===== src/rtl/vga_mem_pkg.sv =====
// Shared frame-buffer constants and the arbiter control-state encoding.
package vga_mem_pkg;

  localparam int ADDR_W = 21;
  localparam int DATA_W = 16;
  // 800 x 600 visible pixels, one word each
  localparam int FRAME_WORDS = 800 * 600;
  localparam logic [DATA_W-1:0] CLEAR_VALUE = 16'h0000;

  typedef enum logic {
    IDLE  = 1'b0,
    CLEAR = 1'b1
  } arb_state_e;

endpackage


===== src/rtl/wr_fifo.sv =====
// Small synchronous FIFO holding queued UART {address, data} words.
module wr_fifo #(
  parameter int DEPTH = 4,
  parameter int WIDTH = 37
) (
  input  logic                       clk,
  input  logic                       rst,
  input  logic                       push,
  input  logic                       pop,
  input  logic [WIDTH-1:0]           din,
  output logic [WIDTH-1:0]           dout,
  output logic                       full,
  output logic                       empty,
  output logic [$clog2(DEPTH):0]     level
);

  localparam int PTR_W = $clog2(DEPTH);

  logic [WIDTH-1:0] mem [DEPTH];
  logic [PTR_W-1:0] wr_ptr;
  logic [PTR_W-1:0] rd_ptr;
  logic             push_ok;
  logic             pop_ok;

  assign full    = (level == (PTR_W + 1)'(DEPTH));
  assign empty   = (level == '0);
  assign pop_ok  = pop && !empty;
  // A push into a full queue is still honoured when a pop frees a slot this cycle
  assign push_ok = push && (!full || pop_ok);
  assign dout    = mem[rd_ptr];

  always_ff @(posedge clk) begin
    if (push_ok) mem[wr_ptr] <= din;
  end

  always_ff @(posedge clk or negedge rst) begin
    if (!rst) begin
      wr_ptr <= '0;
      rd_ptr <= '0;
      level  <= '0;
    end else begin
      if (push_ok) wr_ptr <= wr_ptr + 1'b1;
      if (pop_ok)  rd_ptr <= rd_ptr + 1'b1;
      case ({push_ok, pop_ok})
        2'b10:   level <= level + 1'b1;
        2'b01:   level <= level - 1'b1;
        default: level <= level;
      endcase
    end
  end

endmodule


===== src/rtl/vram_port_arbiter.sv =====
// Single-port frame-buffer arbiter: VGA reads first, then the clear engine, then queued UART writes.
module vram_port_arbiter #(
  parameter int ADDR_W      = vga_mem_pkg::ADDR_W,
  parameter int DATA_W      = vga_mem_pkg::DATA_W,
  parameter int FIFO_DEPTH  = 4,
  parameter int FRAME_WORDS = vga_mem_pkg::FRAME_WORDS,
  parameter logic [DATA_W-1:0] CLEAR_VALUE = vga_mem_pkg::CLEAR_VALUE
) (
  input  logic                          clk,
  input  logic                          rst,
  input  logic                          clear_req,
  input  logic                          wr_valid,
  input  logic [ADDR_W-1:0]             wr_addr,
  input  logic [DATA_W-1:0]             wr_data,
  input  logic                          vga_rd_en,
  input  logic [ADDR_W-1:0]             vga_rd_addr,
  output logic [DATA_W-1:0]             vga_rd_data,
  output logic                          vga_rd_valid,
  output logic                          ram_en,
  output logic                          ram_we,
  output logic [ADDR_W-1:0]             ram_addr,
  output logic [DATA_W-1:0]             ram_wdata,
  input  logic [DATA_W-1:0]             ram_rdata,
  output logic                          clear_busy,
  output logic                          overflow,
  output logic                          addr_err,
  output logic [$clog2(FIFO_DEPTH):0]   fifo_level,
  output logic                          fsm_state
);

  import vga_mem_pkg::*;

  localparam int ENT_W = ADDR_W + DATA_W;
  localparam logic [ADDR_W-1:0] LAST_ADDR = ADDR_W'(FRAME_WORDS - 1);

  arb_state_e        state;
  arb_state_e        state_next;
  logic [ADDR_W-1:0] clr_cnt;
  logic              grant_clear;
  logic              clear_last;
  logic              addr_ok;
  logic              push;
  logic              pop;
  logic              fifo_full;
  logic              fifo_empty;
  logic [ENT_W-1:0]  head;

  assign vga_rd_data = ram_rdata;
  assign fsm_state   = (state == CLEAR);

  // Port grant and FIFO handshake. push/pop are qualified here so the FIFO
  // never sees a push it would have to reject: a full FIFO accepts only
  // when the same cycle pops the head.
  always_comb begin
    grant_clear = !vga_rd_en && (state == CLEAR);
    pop         = !vga_rd_en && (state == IDLE) && !fifo_empty;
    addr_ok     = (wr_addr <= LAST_ADDR);
    push        = wr_valid && addr_ok && (!fifo_full || pop);
    clear_last  = grant_clear && (clr_cnt == LAST_ADDR);
  end

  always_comb begin
    state_next = state;
    case (state)
      IDLE:  if (clear_req) state_next = CLEAR;
      CLEAR: begin
        if (clear_req)       state_next = CLEAR;
        else if (clear_last) state_next = IDLE;
      end
      default: state_next = IDLE;
    endcase
  end

  always_ff @(posedge clk or negedge rst) begin
    if (!rst) begin
      state      <= IDLE;
      clear_busy <= 1'b0;
    end else begin
      state      <= state_next;
      clear_busy <= (state_next == CLEAR);
    end
  end

  // Clear counter saturates at the last frame address; a new request restarts it.
  always_ff @(posedge clk or negedge rst) begin
    if (!rst) begin
      clr_cnt <= '0;
    end else if (clear_req) begin
      clr_cnt <= '0;
    end else if (grant_clear && !clear_last) begin
      clr_cnt <= clr_cnt + 1'b1;
    end
  end

  always_ff @(posedge clk or negedge rst) begin
    if (!rst) begin
      overflow <= 1'b0;
      addr_err <= 1'b0;
    end else begin
      if (state == IDLE && clear_req) begin
        overflow <= 1'b0;
        addr_err <= 1'b0;
      end
      if (wr_valid && !addr_ok) addr_err <= 1'b1;
      if (wr_valid && addr_ok && fifo_full && !pop) overflow <= 1'b1;
    end
  end

  always_ff @(posedge clk or negedge rst) begin
    if (!rst) begin
      ram_en       <= 1'b0;
      ram_we       <= 1'b0;
      ram_addr     <= '0;
      ram_wdata    <= '0;
      vga_rd_valid <= 1'b0;
    end else begin
      vga_rd_valid <= vga_rd_en;
      ram_en       <= vga_rd_en || grant_clear || pop;
      ram_we       <= grant_clear || pop;
      if (vga_rd_en) begin
        ram_addr <= vga_rd_addr;
      end else if (grant_clear) begin
        ram_addr  <= clr_cnt;
        ram_wdata <= CLEAR_VALUE;
      end else if (pop) begin
        ram_addr  <= head[ENT_W-1:DATA_W];
        ram_wdata <= head[DATA_W-1:0];
      end
    end
  end

  wr_fifo #(
    .DEPTH (FIFO_DEPTH),
    .WIDTH (ENT_W)
  ) u_wr_fifo (
    .clk   (clk),
    .rst   (rst),
    .push  (push),
    .pop   (pop),
    .din   ({wr_addr, wr_data}),
    .dout  (head),
    .full  (fifo_full),
    .empty (fifo_empty),
    .level (fifo_level)
  );

endmodule


===== config.mk =====
export PLATFORM = sky130hd
export DESIGN_NAME = vram_port_arbiter
export DESIGN_NICKNAME = d
export VERILOG_FILES = /design/src/rtl/vga_mem_pkg.sv /design/src/rtl/wr_fifo.sv /design/src/rtl/vram_port_arbiter.sv
export SDC_FILE = /design/constraint.sdc
export NUM_CORES = 1
export LEC_CHECK = 0
export ABC_AREA = 1
export CAP_MARGIN = 20
export CORE_MARGIN = 2
export CORE_UTILIZATION = 25
export DETAILED_ROUTE_END_ITERATION = 10
export SETUP_SLACK_MARGIN = 0.05
export SYNTH_ARGS = -nofsm -noshare
export SYNTH_HDL_FRONTEND = slang
export SYNTH_SLANG_ARGS = --single-unit

===== constraint.sdc =====
create_clock -name clk -period 5.9 [get_ports clk]
set_input_delay 0.59 -clock clk [delete_from_list [all_inputs] [get_ports clk]]
set_output_delay 0.59 -clock clk [all_outputs]
set_load 0.03 [all_outputs]

==> results of run 1 <==
[layer usage]
layer / vias to the layer above / part of all wire / track usage
met4: 0 / 0.032 / 0.0445
met5: - / 0 / 0
li1: 3283 / - / -
met3: 51 / 0.052 / 0.0234
met2: 165 / 0.45 / 0.205
met1: 3261 / 0.46 / 0.181
[cell families after synthesis]
group	share of synthesized area
AOI/OAI and AO/OA	0.0970
buffers and inverters	0.0529
adders and majority gates	0.0100
and+or+nand+nor	0.172
xor gates and xnor gates	0.0120
DFF	0.656
[sequential cells by signal, indices dropped and copies added (netlist names)]
signal	flops
u_wr_fifo.mem	148
clr_cnt	21
ram_addr	21
ram_wdata	16
u_wr_fifo.level	3
u_wr_fifo.rd_ptr	2
u_wr_fifo.wr_ptr	2
addr_err	1
fsm_state	1
overflow	1
ram_en	1
ram_we	1
vga_rd_valid	1
[power breakdown]
part | leakage [nW] | internal [W] | total (W) | switching (W)
Clock | 0.416 | 0.000967 | 0.00162 | 0.000652
Sequential | 2.27 | 0.00173 | 0.00177 | 0.0000426
Combinational | 1.81 | 0.000121 | 0.000325 | 0.000204
Total | 4.50 | 0.00282 | 0.00372 | 0.000899
[worst max-delay path: stages]
cell             delay [ns]
clkdlybuf4s50_1        0.56
inv_1                  0.07
nand2_1                0.09
nor2_1                 0.06
nand2_1                0.06
nand2_1                0.06
nor2_1                 0.22
nand3_1                0.41
nor2_4                 0.94
buf_4                  0.31
[cell usage in the layout, fill, tap and decap left out, types with 2 or more instances in the layout]
master	instances
o21ai_2	3
xor2_1	12
edfxtp_1	148
inv_2	9
dfrtp_1	70
bufinv_16	3
clkinvlp_4	2
diode_2	2
nor2_1	164
clkbuf_16	26
a21oi_1	23
clkinv_2	3
nand2_2	2
buf_4	12
a22o_1	7
nand3_1	38
nand4_1	13
inv_6	4
nand2_4	2
o21ai_0	96
clkbuf_1	8
ha_1	6
nor2_4	5
o22ai_1	37
clkdlybuf4s50_1	108
nand2_1	166
inv_1	37
[synthesized netlist by cell type, drive strengths merged]
cell,count
nand2,170
nor2,170
edfxtp,148
o21ai,99
dfrtp,71
inv,47
nand3,40
o22ai,37
buf,35
clkbuf,25
a21oi,24
nand4,13
xor2,12
a22o,7
ha,6
nor3,2
and2,1
fa,1
nand3b,1
xnor2,1
[cell type report]
cell class,instances,area (um^2)
Clock buffer,35,694
Antenna cell,2,5.00
Timing Repair Buffer,123,1230
Inverter,47,181
Clock inverter,12,176
Fill cell,3861,25500
Sequential cell,219,6220
Tap cell,511,639
Multi-Input combinational cell,584,2800
[per-stage QoR]
stage / instances / cell area [um^2] / power (W)
2_1_floorplan: 910 / 9490 / 0.00197
3_3_place_gp: 1481 / 11000 / 0.00212
3_5_place_dp: 1483 / 11100 / 0.00213
4_1_cts: 1531 / 11900 / 0.00376
5_1_grt: 1532 / 11900 / 0.00385
6_report: 1533 / 11900 / 0.00372
[what timing repair did]
item | in CTS | in global routing
setup endpoints to repair | 0 | 0
hold buffers | 1 | 0
hold endpoints to repair | 13 | 0
[worst min-delay path by stage]
stage | end | from | slack (ns) | cells after the start
floorplan | addr_err$_DFFE_PN0P_ | rst | 0.29 | 0
global placement | ram_wdata[9]$_DFFE_PN0P_ | rst | 0.46 | 1
detailed placement | ram_wdata[9]$_DFFE_PN0P_ | rst | 0.47 | 1
CTS | ram_wdata[13]$_DFFE_PN0P_ | rst | 0.44 | 2
global route | ram_wdata[11]$_DFFE_PN0P_ | rst | 0.46 | 2
finish | ram_wdata[11]$_DFFE_PN0P_ | rst | 0.45 | 2
==> summary.md, run 1 <==
| Metric | Value |
|---|---|
| Status | finished clean |
| Final Hold Vio Count | 0 |
| Max-cap viol count | 0 |
| Setup ws final | 2.79 ns |
| Largest net degree at the start of global routing | 77 |
| Worst-case clock skew | 0.0316 ns |
| Vias in the first global route | 6602 |
| Crit path max fanout | 30 |
| Cells after Synth | 910 |
| Worst r2r path cells | 6 |
| Crit. Startpoint | wr_addr[20] |
| P_leak | 4.50 nW |
| Initial Util | 0.253 |
| Post-synthesis instance area | 9490 um^2 |
| Sink Count | 219 |
| Share of the synthesized area in the top cell type | 0.469 |
| Setup violations, final | 0 |
| First-pass GRT wire length | 39400 um |
| Max Clk Rate | 321 MHz |
| Crit path launch type | input pin |
| Reg clk slew, reported paths | 0.06 ns |
| Crit path required time | 6.16 ns |
| Tcrit/Tclk final | 0.528 |
| Routability cong. | 0.842 |
| Initial DRC count | 593 |
| GRT Total Usage | 0.130 |
| Setup TNS | 0 ns |
| Core area | 37500 um^2 |
| Initial antenna violation count | 2 |
| DP HPWL | 17400 um |
| Relative slew slack | 0.302 |
| Critical Path Sink Type | flop |
| Hold slack | 0.454 ns |
| CTS tree | done |
| Unique masters post-synth | 34 |
| Routed vias | 6760 |
| Drt first pass iters | 5 |
| Postcts setup bufs | 0 |
| Post-Syn Nets | 996 |
| Slew Viols, Final | 0 |
| Port Buffer Count | 109 |
| Reg-to-reg startpoint | fsm_state$_DFF_PN0_ |
| Gr ovfl total | 0 |
| Avg WL per Cell | 16.7 um |
| Vias per cell | 4.41 |
| Final wirelength | 25600 um |
| Sequential share of the synthesized area | 0.656 |
| Transition time of the tightest slew-check pin | 1.04 ns |
| Area Growth Syn to Fin | 25.9% |
| Area contributors post-synth | edfxtp_1 47%, dfrtp_1 19%, nor2_1 6.6% |
| R2R setup slack | 3.11 ns |
| Max clock buf depth | 3 |
| FP Rows | 71 |
| H-tree Lvls | 1 |
| Number of buffers created by CTS | 26 |
| Critical Path Sink | u_wr_fifo.mem[0][33]$_DFFE_PP_ |
| Horiz. Die Dim | 199 um |
| RSZ-0062 raised after global routing | no |
| Worst slack, placed | 2.17 ns |
| Hold/Removal Path Class | in2async |
| Post-CTS Resized | 0 |
| IO Pins | 142 |
| Syn avg cell area | 10.4 um^2 |
| Layout cells sized above 1 | 0.0794 |
| Fin nets | 1087 |
| FF-to-FF End | u_wr_fifo.mem[0][33]$_DFFE_PP_ |
| Register bit count reported by yosys | 219 |
| Worst VDD drop | 0.000196 V |
| Arrival time worst endpoint | 3.37 ns |
| P per Cell Area | 311 nW/um^2 |
| Final Util | 0.319 |
| Clk_lat worst skew | 0.55 ns |
| ANT nets after route | 0 |
| Yosys warns | 0 |
| Setup CP Type | in2reg |
| Final Critical Period | 3.11 ns |
| Die footprint | 39500 um^2 |
| Root Driver | clkbuf_16 |
| Leading area contributor after synthesis | edfxtp_1 |
| Chip height | 199 um |
| DR DRC count | 0 |
No activity file was read; power rests on OpenSTA's default activity.
==> run 2: changes to the inputs <==
==> constraint.sdc (replaced) <==
create_clock -name clk -period 3.18 [get_ports clk]
set_input_delay 0.318 -clock clk [delete_from_list [all_inputs] [get_ports clk]]
set_output_delay 0.318 -clock clk [all_outputs]
set_load 0.03 [all_outputs]
==> run 2 against run 1 <==
Effect of this change: combinational power increased by 95%; sequential share of layout area rose by 0.26 points; die area unchanged; worst setup slack got worse by 1.9 ns; non-clock buffer count up 8; global-route usage decreased by 0.23 points; register-to-register slack lost 2.2 ns; first-iteration DRC count fell by 23%; largest cell class unchanged; via count about the same.
==> summary.md, run 2 (same netlist as run 1, synthesis figures left out) <==
| Metric | Value |
|---|---|
| Largest net degree at the start of global routing | 76 (-1.3%) |
| Area Growth Syn to Fin | 25.3% |
| Setup TNS | 0 ns (unchanged) |
| Gr ovfl total | 0 (unchanged) |
| Slew Viols, Final | 0 (unchanged) |
| Clk_lat worst skew | 0.52 ns (-0.03 ns) |
| IO Pins | 142 (unchanged) |
| Worst r2r path cells | 7 (+1) |
| Antenna Cells | 0 (-2) |
| Max clock buf depth | 3 (unchanged) |
| Relative slew slack | 0.329 (+0.0269) |
| Final wirelength | 25300 um (-1.2%) |
| Worst VDD drop | 0.000311 V (+58%) |
| Critical Path Sink | ram_addr[2]$_DFFE_PN0P_ |
| Hold/Removal Path Class | in2reg |
| Fin nets | 1094 (+0.64%) |
| Final Hold Vio Count | 0 (unchanged) |
| Top Registers | u_wr_fifo.mem: 148 flops, clr_cnt: 21 flops, ram_addr: 21 flops |
| Port Buffer Count | 109 (unchanged) |
| GRT Total Usage | 0.128 (-0.00235) |
| Reg clk slew, reported paths | 0.06 ns (about the same) |
| Initial Util | 0.253 (unchanged) |
| Crit path required time | 3.57 ns (-2.59 ns) |
| P_leak | 4.47 nW (-0.45%) |
| Worst slack, placed | 0.398 ns (-1.78 ns) |
| CP peak stage delay | 0.67 ns (-0.27 ns) |
| Root Driver | clkbuf_16 |
| Overall Power | 0.00658 W (+77%) |
| FF-to-FF End | ram_addr[2]$_DFFE_PN0P_ |
| Drt first pass iters | 6 (+1) |
| CTS tree | done |
| Final Critical Period | 2.25 ns |
| P per Cell Area | 554 nW/um^2 (+78%) |
| Routed vias | 6756 (-0.059%) |
| Arrival time worst endpoint | 2.65 ns (-0.72 ns) |
| Worst-case clock skew | 0.0189 ns (-0.0128 ns) |
| Setup violations, final | 0 (unchanged) |
| Routability cong. | 0.840 (-0.17%) |
| Number of buffers created by CTS | 25 (-3.8%) |
| Status | finished clean |
| DR DRC count | 0 (unchanged) |
| Max FFs per register | 148 (unchanged) |
| Reg-to-reg startpoint | fsm_state$_DFF_PN0_ |
| Setup CP Type | reg2reg |
| Horiz. Die Dim | 199 um (unchanged) |
| Critical Path Slowest Stage Cell | nor2_1 |
| Layout cells sized above 1 | 0.0849 (+0.00547) |
| Max Clk Rate | 444 MHz |
| Commonest non-fill, non-tap cell in the layout | nand2_1 |
| Sink Count | 219 (unchanged) |
| R2R setup slack | 0.93 ns (-2.18 ns) |
| First-pass GRT wire length | 38600 um (-2.0%) |
| RSZ-0062 raised after global routing | no |
| Max-cap viol count | 0 (unchanged) |
| Initial antenna violation count | 0 (-2) |
| Vias in the first global route | 6764 (+2.5%) |
| Vias per cell | 4.40 (-0.25%) |
| CP dominant cell by count | nor2_1 |
| Crit path launch type | flop |
| H-tree Lvls | 1 (unchanged) |
| Die footprint | 39500 um^2 (unchanged) |
| Critical Path Sink Type | flop |
| Chip height | 199 um (unchanged) |
| DP HPWL | 17400 um (-0.23%) |
| Core area | 37500 um^2 (unchanged) |
| Avg WL per Cell | 16.5 um (-1.4%) |
| FP Rows | 71 (unchanged) |
| Biggest register | u_wr_fifo.mem |
| Crit. Startpoint | fsm_state$_DFF_PN0_ |
| Transition time of the tightest slew-check pin | 1.01 ns (-0.0378 ns) |
| Commonest non-fill, non-tap cells in the layout | 166 x nand2_1, 164 x nor2_1, 148 x edfxtp_1, 108 x clkdlybuf4s50_1, 96 x o21ai_0 |
| Setup ws final | 0.926 ns (-1.86 ns) |
| Initial DRC count | 456 (-23%) |
| ANT nets after route | 0 (unchanged) |
| Tcrit/Tclk final | 0.709 |
| Crit path max fanout | 22 (-27%) |
| Worst path cell trace | inv_1, nand2_1, a21oi_2, nor2_1, inv_2, nor2_1, a21oi_1 |
-- run 2: through the flow --
| step | cell area [um^2] | std cells | hold WS, ns | utilization |
|---|---|---|---|---|
| floorplan | 9490 | 910 | 0.0224 | - |
| global placement | 11100 | 1491 | 0.494 | 0.296 |
| detailed placement | 11100 | 1491 | 0.497 | 0.296 |
| CTS | 11900 | 1536 | 0.422 | 0.317 |
| global route | 11900 | 1536 | 0.451 | 0.317 |
| finish | 11900 | 1536 | 0.451 | 0.317 |
-- run 2: worst max-delay path, delay by kind of cell (launching register included) --
| family | cells | cell delay (ns) |
|---|---|---|
| flip-flops | 1 | 0.48 |
| buffers and inverters | 2 | 0.50 |
| AO/OA/AOI/OAI | 2 | 0.13 |
| AND/OR/NAND/NOR | 3 | 1.00 |
-- run 2: layer usage --
metal,routed length (um),share of wire,up-vias,track usage
met5,0,0,-,0
met4,862,0.034,0,0.0492
met3,1430,0.056,56,0.0246
met2,11400,0.45,167,0.204
met1,11600,0.46,3245,0.172
li1,-,-,3288,-
-- run 2: worst min-delay path by stage --
| stage | from | endpoint | slack (ns) | cells after the start |
|---|---|---|---|---|
| after floorplan | rst | addr_err$_DFFE_PN0P_ | 0.02 | 0 |
| after global placement | ram_wdata[2]$_DFFE_PN0P_ | ram_wdata[2]$_DFFE_PN0P_ | 0.49 | 2 |
| after detailed placement | ram_wdata[4]$_DFFE_PN0P_ | ram_wdata[4]$_DFFE_PN0P_ | 0.50 | 2 |
| after CTS | wr_data[0] | u_wr_fifo.mem[1][0]$_DFFE_PP_ | 0.42 | 1 |
| after global routing | wr_data[0] | u_wr_fifo.mem[0][0]$_DFFE_PP_ | 0.45 | 1 |
| final | wr_data[0] | u_wr_fifo.mem[1][0]$_DFFE_PP_ | 0.45 | 1 |
-- run 2: layout make-up --
| cell class | count | area (um^2) |
|---|---|---|
| Inverter | 47 | 181 |
| Timing Repair Buffer | 131 | 1280 |
| Sequential cell | 219 | 6220 |
| Fill cell | 3867 | 25600 |
| Clock inverter | 14 | 119 |
| Multi-Input combinational cell | 584 | 2800 |
| Clock buffer | 30 | 644 |
| Tap cell | 511 | 639 |
-- run 2: repair_timing --
item / in CTS / in global routing
endpoints found under the hold margin: 3 / 0
setup endpoints to repair: 0 / 0
setup buffers: 0 / 0
hold buffers: 1 / 0
gates resized for setup: 0 / 0
-- run 2: power breakdown --
part	leakage [nW]	total, W	switching [W]	internal [W]
combinational	1.84	0.000634	0.000400	0.000234
clock	0.367	0.00267	0.00114	0.00153
sequential	2.27	0.00328	0.0000715	0.00321
total	4.47	0.00658	0.00161	0.00497
